[src/rtl/cordic_pkg.sv]
// Shared CORDIC constants: arctangent table, quadrant angles, gain and FSM states.
package cordic_pkg;

   localparam int unsigned ATAN_ENTRIES = 32;
   localparam int unsigned ATAN_MAX_W   = 32;

   // atan(2^-i) scaled so that 2^31 = 180 degrees, rounded to nearest
   localparam logic [31:0] ATAN32 [ATAN_ENTRIES] = '{
      32'h20000000, 32'h12E4051E, 32'h09FB385B, 32'h051111D4,
      32'h028B0D43, 32'h0145D7E1, 32'h00A2F61E, 32'h00517C55,
      32'h0028BE53, 32'h00145F2F, 32'h000A2F98, 32'h000517CC,
      32'h00028BE6, 32'h000145F3, 32'h0000A2FA, 32'h0000517D,
      32'h000028BE, 32'h0000145F, 32'h00000A30, 32'h00000518,
      32'h0000028C, 32'h00000146, 32'h000000A3, 32'h00000051,
      32'h00000029, 32'h00000014, 32'h0000000A, 32'h00000005,
      32'h00000003, 32'h00000001, 32'h00000001, 32'h00000000
   };

   // Accumulated CORDIC gain K in Q1.23, for downstream magnitude correction
   localparam logic [23:0] CORDIC_GAIN_Q = 24'd13814026;

   typedef enum logic [1:0] {
      ST_IDLE,
      ST_ROTATE,
      ST_DONE
   } cordic_state_e;

   // Arctangent entry rescaled to a w-bit angle where 2^(w-1) = 180 degrees
   function automatic logic [31:0] atan_entry(input int unsigned idx, input int unsigned w);
      logic [31:0]  v;
      int unsigned  sh;
      if (idx >= ATAN_ENTRIES) return 32'd0;
      v  = ATAN32[idx];
      sh = ATAN_MAX_W - w;
      if (sh == 0) return v;
      return (v + (32'd1 << (sh - 1))) >> sh;
   endfunction

   function automatic logic [31:0] ang_90(input int unsigned w);
      return 32'd1 << (w - 2);
   endfunction

   function automatic logic [31:0] ang_180(input int unsigned w);
      return 32'd1 << (w - 1);
   endfunction

endpackage

[src/rtl/cordic_vec_stage.sv]
// One combinational vectoring-mode micro-rotation: steers y toward zero.
module cordic_vec_stage
   import cordic_pkg::*;
#(
   parameter int unsigned WIDTH = 24,
   parameter int unsigned CW    = 4
)
(
   input  logic signed [WIDTH+1:0] i_x,
   input  logic signed [WIDTH+1:0] i_y,
   input  logic signed [WIDTH-1:0] i_z,
   input  logic        [CW-1:0]    i_i,
   output logic signed [WIDTH+1:0] o_x_c,
   output logic signed [WIDTH+1:0] o_y_c,
   output logic signed [WIDTH-1:0] o_z_c
);

   localparam int unsigned XW = WIDTH + 2;

   logic signed [XW-1:0]    w_xs;
   logic signed [XW-1:0]    w_ys;
   logic signed [WIDTH-1:0] w_atan;
   logic                    w_y_neg;

   assign w_xs    = i_x >>> i_i;
   assign w_ys    = i_y >>> i_i;
   assign w_atan  = WIDTH'(atan_entry(32'(i_i), WIDTH));
   assign w_y_neg = i_y[XW-1];

   assign o_x_c = w_y_neg ? (i_x - w_ys)   : (i_x + w_ys);
   assign o_y_c = w_y_neg ? (i_y + w_xs)   : (i_y - w_xs);
   assign o_z_c = w_y_neg ? (i_z - w_atan) : (i_z + w_atan);

endmodule

[src/rtl/cordic_vectoring_iter.sv]
// Iterative vectoring CORDIC: returns atan2(y, x) and K-scaled magnitude, one micro-rotation per clock.
module cordic_vectoring_iter
   import cordic_pkg::*;
#(
   parameter int unsigned WIDTH = 24,
   parameter int unsigned ITER  = 16
)
(
   input  logic                    clk,
   input  logic                    reset,
   input  logic                    in_valid,
   output logic                    in_ready,
   input  logic signed [WIDTH-1:0] x_i,
   input  logic signed [WIDTH-1:0] y_i,
   output logic                    out_valid,
   input  logic                    out_ready,
   output logic        [WIDTH:0]   mag_o,
   output logic signed [WIDTH-1:0] angle_o
);

   localparam int unsigned XW = WIDTH + 2;
   localparam int unsigned CW = (ITER > 1) ? $clog2(ITER) : 1;
   localparam logic signed [WIDTH-1:0] ANG90 = WIDTH'(ang_90(WIDTH));

   cordic_state_e           r_state;
   logic [CW-1:0]           r_cnt;
   logic signed [XW-1:0]    r_x;
   logic signed [XW-1:0]    r_y;
   logic signed [WIDTH-1:0] r_z;
   logic                    r_zero;
   logic                    r_in_ready;
   logic                    r_out_valid;
   logic [WIDTH:0]          r_mag;
   logic signed [WIDTH-1:0] r_angle;

   logic signed [XW-1:0]    w_xe;
   logic signed [XW-1:0]    w_ye;
   logic signed [XW-1:0]    w_x0;
   logic signed [XW-1:0]    w_y0;
   logic signed [WIDTH-1:0] w_z0;
   logic signed [XW-1:0]    w_xn;
   logic signed [XW-1:0]    w_yn;
   logic signed [WIDTH-1:0] w_zn;

   assign w_xe = XW'(x_i);
   assign w_ye = XW'(y_i);

   // Quadrant pre-rotation by +/-90 degrees brings the vector into the right half-plane
   always_comb begin
      w_x0 = w_xe;
      w_y0 = w_ye;
      w_z0 = '0;
      if (x_i[WIDTH-1]) begin
         if (!y_i[WIDTH-1]) begin
            w_x0 = w_ye;
            w_y0 = -w_xe;
            w_z0 = ANG90;
         end else begin
            w_x0 = -w_ye;
            w_y0 = w_xe;
            w_z0 = -ANG90;
         end
      end
   end

   cordic_vec_stage #(
      .WIDTH (WIDTH),
      .CW    (CW)
   ) u_stage (
      .i_x   (r_x),
      .i_y   (r_y),
      .i_z   (r_z),
      .i_i   (r_cnt),
      .o_x_c (w_xn),
      .o_y_c (w_yn),
      .o_z_c (w_zn)
   );

   // Control FSM, iteration counter and registered result
   always_ff @(posedge clk) begin
      if (reset) begin
         r_state     <= ST_IDLE;
         r_cnt       <= '0;
         r_x         <= '0;
         r_y         <= '0;
         r_z         <= '0;
         r_zero      <= 1'b0;
         r_in_ready  <= 1'b1;
         r_out_valid <= 1'b0;
         r_mag       <= '0;
         r_angle     <= '0;
      end else begin
         case (r_state)
            ST_IDLE: begin
               if (in_valid) begin
                  r_x        <= w_x0;
                  r_y        <= w_y0;
                  r_z        <= w_z0;
                  r_cnt      <= '0;
                  r_zero     <= (x_i == '0) && (y_i == '0);
                  r_in_ready <= 1'b0;
                  r_state    <= ST_ROTATE;
               end
            end
            ST_ROTATE: begin
               r_x <= w_xn;
               r_y <= w_yn;
               r_z <= w_zn;
               if (r_cnt == CW'(ITER - 1)) begin
                  r_state     <= ST_DONE;
                  r_out_valid <= 1'b1;
                  r_mag       <= (WIDTH+1)'(w_xn);
                  // A zero vector has no direction; report angle 0 instead of the summed table
                  r_angle     <= r_zero ? '0 : w_zn;
               end else begin
                  r_cnt <= r_cnt + CW'(1);
               end
            end
            ST_DONE: begin
               if (out_ready) begin
                  r_out_valid <= 1'b0;
                  r_in_ready  <= 1'b1;
                  r_state     <= ST_IDLE;
               end
            end
            default: r_state <= ST_IDLE;
         endcase
      end
   end

   assign in_ready  = r_in_ready;
   assign out_valid = r_out_valid;
   assign mag_o     = r_mag;
   assign angle_o   = r_angle;

endmodule

[config.mk]
export PLATFORM = sky130hd
export DESIGN_NAME = cordic_vectoring_iter
export DESIGN_NICKNAME = d
export VERILOG_FILES = /design/src/rtl/cordic_pkg.sv /design/src/rtl/cordic_vec_stage.sv /design/src/rtl/cordic_vectoring_iter.sv
export SDC_FILE = /design/constraint.sdc
export NUM_CORES = 1
export LEC_CHECK = 0
export BUFFER_PORTS_ARGS = -buffer_cell sky130_fd_sc_hd__buf_2
export CELL_PAD_IN_SITES_DETAIL_PLACEMENT = 0
export CELL_PAD_IN_SITES_GLOBAL_PLACEMENT = 2
export CORE_AREA = 8 8 209 211
export CTS_CLUSTER_SIZE = 28
export DETAILED_ROUTE_END_ITERATION = 12
export DIE_AREA = 0 0 217 219
export PLACE_DENSITY_LB_ADDON = 0.2
export SLEW_MARGIN = 10
export SYNTH_ARGS = -nofsm -noshare
export SYNTH_HDL_FRONTEND = slang
export SYNTH_SLANG_ARGS = --single-unit
[constraint.sdc]
create_clock -name clk -period 7.48 [get_ports clk]
set_clock_uncertainty 0.05 [all_clocks]
set_input_delay 1.496 -clock clk [delete_from_list [all_inputs] [get_ports clk]]
set_output_delay 1.496 -clock clk [all_outputs]
set_load 0.02 [all_outputs]
==> results by group <==
Logic synthesis
  • Avg Cell Area, Syn: 7.61 sq um
  • Combinational family with the most area after synthesis: compound AO/OA/AOI/OAI gates
  • Xor and xnor area share after synthesis: 8.93%
  • Cell area after synthesis: 14,700 sq um
  • Adder-cell area share of the yosys netlist: 7.80%
  • Asr flop ratio synth: 0%
  • Syn Inst Count: 1,935
  • Number of flops mapped to enable cells by yosys: 0
  • Post-synthesis simple-gate area fraction: 22.4%
  • Top FF cell, synth: dfxtp_1
  • Top post-synthesis cells by area: dfxtp_1 18%, ha_1 7.4%, nor2_1 6.7%, a21oi_1 5.5%, xnor2_1 5.2%
  • Synthesized net count: 2,077
  • Synth unique cells: 82
  • Synth Area in Compound Gates: 26.2%
  • Synth warn: 0
  • Yosys reg bits: 134
  • Post-synth top area share: 18.2%
  • Post-synth top area cell: dfxtp_1
  • Mux share of post-synthesis cell area: 11.5%
  • Seq/Total Area, Yosys: 18.2%

Clock network
  • Buffers inserted by post-CTS timing repair: 0
  • Clock buffer depth: 2
  • H-tree depth: 4
  • # resized after CTS: 0
  • Clk sinks: 134
  • CTS tree: done
  • Post-CTS Hold Fix Bufs: 0
  • Clock root cell: clkbuf_16
  • Clock latency at the later pin of the worst-skew pair: 0.47 ns
  • TritonCTS Buffers: 17
  • Worst-path clk slew: 0.07 ns

Timing
  • Setup TNS: 0 ns
  • FMAX: 156 MHz
  • Final setup fails: 0
  • Hold_ws: 0.401 ns
  • Worst Tran Pin Value: 1.03 ns
  • Period utilisation layout: 85.7%
  • Max-slew headroom: 31.6%
  • Max Transition Viols Final: 0
  • Final hold vios: 0
  • Unrepaired setup endpoints after global routing: false
  • Final worst slack: 1.07 ns
  • Min Tclk post-route: 6.41 ns

Critical path
  • Family with the most delay on the worst path: compound AO/OA/AOI/OAI gates
  • Crit path buffers/inverters: 3
  • Crit start category: register
  • CP max stage delay: 0.52 ns
  • Slowest-stage cell, CP: dfxtp_4
  • Crit-path max FO: 31
  • Critical path arrival: 6.67 ns
  • CP required: 7.74 ns
  • WS Path Type: register to register
  • CP endpoint kind: register
  • Cell breakdown of the critical path: buf_4 -> inv_1 -> ha_1 -> inv_1 -> mux4_2 -> ha_1 -> o211ai_1 -> a211oi_1 -> xnor2_1 -> nor2b_1 -> and4_1 -> a21oi_1 -> xnor2_1 -> ha_1 -> a211oi_1 -> nor2_1 -> or3b_2 -> a21boi_0 -> a311oi_1 -> a31oi_1 -> o21ai_0 -> xnor2_1 -> o22ai_1

Cells and area
  • Area growth syn-to-layout: 10.0%
  • Layout cells sized above 1: 12.8%
  • Register area: 2690 sq um
  • Final #Nets: 2,100
  • Multi-input logic area: 11,300 sq um
  • Most common cell after layout, fill and taps aside: nor2_1
  • Commonest non-fill, non-tap cells in the layout: 260 x nor2_1, 169 x nand2_1, 162 x a21oi_1
  • Antenna cell count: 0
  • # fillers: 4,307
  • Fin util: 40.1%

Die
  • Initial core utilization: 36.5%
  • Die Y: 219 microns
  • Die W: 217 microns
  • Die ar.: 47,500 sq um
  • Io pins: 103
  • Core area: 40,400 sq um
  • Std cell rows: 74

Routing
  • DRC: 0
  • Final wirelength: 56,700 microns
  • Vias post-DR: 14,900
  • DRT antenna net count: 0
  • First-pass iteration count of the detailed router: 5
  • Routed WL per cell: 22.6 microns
  • Drt via density: 5.94
  • 1st-iter DRT viols: 1,343

Power
  • Pwr per Cell Area: 353 nW/um^2
  • Static Leak: 6.53 nW
  • Max VDD drop: 185 uV

Global routing
  • Initial antenna violation count: 1
  • Vias in the first global route: 14,100
  • Gr usage total: 23.2%
  • Pin count of the biggest net entering global routing: 96
  • Remaining global-route overflow: 0
  • First-pass GRT wire length: 86,200 microns

Placed design
  • Post-DP HPWL: 43,900 microns
  • DP Worst Slack: 1.12 ns
  • GPL Wtd Cong: 0.882
  • I/O Buffers: 102

Status
  • Outcome: finished, final reports clean

Job
  • Max-cap violation count: 0

Min path
  • Worst hold-check path type: register to register
==> routing by layer <==
| layer | vias to the layer above | part of all wire, % | global-route usage, % |
|---|---|---|---|
| li1 | 7232 | - | - |
| met2 | 440 | 49 | 40.4 |
| met3 | 57 | 4.4 | 3.04 |
| met4 | 0 | 2.5 | 7.21 |
| met1 | 7136 | 44 | 29.5 |
| met5 | - | 0 | 0 |
==> cell usage after synthesis, types with 9 or more instances <==
library cell / number
nor4_1: 12
clkbuf_1: 98
mux4_1: 13
nand2_1: 169
nand2b_1: 21
o21ai_0: 97
nor2_1: 262
nor3_1: 46
or2_2: 10
nor2b_1: 26
or3_1: 21
or4_1: 9
inv_1: 42
and2_1: 14
ha_1: 87
a21boi_0: 9
o22ai_1: 16
dfxtp_1: 134
a2111oi_0: 19
xor2_1: 63
a211oi_1: 36
and3_1: 17
o211ai_1: 16
nand4_1: 14
a21o_1: 32
o31ai_1: 20
nand3_1: 42
a31oi_1: 29
mux4_2: 32
o21a_1: 16
xnor2_1: 87
mux2_2: 26
a221oi_1: 22
mux2i_1: 32
a22oi_1: 42
buf_1: 11
a21oi_1: 162
==> cell type report <==
class	count	share of cell area, %
flip-flops and latches	134	16.6
inverters	45	1.04
well taps	532	4.11
multi-input cells	1629	69.9
repair buffers	131	4.59
clock inverters	15	1.14
clock buffers	17	2.63
==> cells by family after synthesis <==
| group | after synthesis |
|---|---|
| AO/OA/AOI/OAI | 587 |
| XOR/XNOR | 150 |
| adder cells (fa/ha/maj) | 90 |
| buffers and inverters | 172 |
| flip-flops | 134 |
| multiplexers | 104 |
| AND/OR/NAND/NOR | 698 |
==> tightest hold or removal path, stage by stage, from the launching register on <==
cell and delay (ns):
dfxtp_1 0.31, nand2_1 0.05, a21oi_1 0.05
==> stage by stage <==
step	cells	cell area [sq um]	power (W)
final	2503	16200	0.00572
after floorplan	1935	14700	0.00381
after global placement	2471	15600	0.00476
after CTS	2503	16200	0.00571
after detailed placement	2471	15600	0.00477
after global routing	2503	16200	0.00616
==> power breakdown <==
part / internal (W) / switching, W / leakage, nW
clock network: 0.000506 / 0.000402 / 0.295
registers: 0.000828 / 0.000245 / 1.10
logic: 0.00155 / 0.00219 / 5.14
total: 0.00288 / 0.00283 / 6.53
==> flip-flops by register name (all words and copies together), names as in the netlist <==
| register | cells |
|---|---|
| r_cnt | 4 |
| angle_o | 24 |
| r_y | 26 |
| r_state | 2 |
| in_ready | 1 |
| r_zero | 1 |
| r_x | 26 |
| mag_o | 25 |
| out_valid | 1 |
| r_z | 24 |
==> path summary, 6_finish.rpt <==
| kind | slack (ns) | startpoint | endpoint | cells after the start |
|---|---|---|---|---|
| setup / recovery | 1.07 | r_cnt[0] | r_z[23] | 23 |
| hold / removal | 0.40 | angle_o[2] | angle_o[2] | 2 |
| setup reg to reg | 1.07 | r_cnt[0] | r_z[23] | 23 |
| hold reg to reg | 0.40 | angle_o[2] | angle_o[2] | 2 |
(Power assumes the default switching activity.)
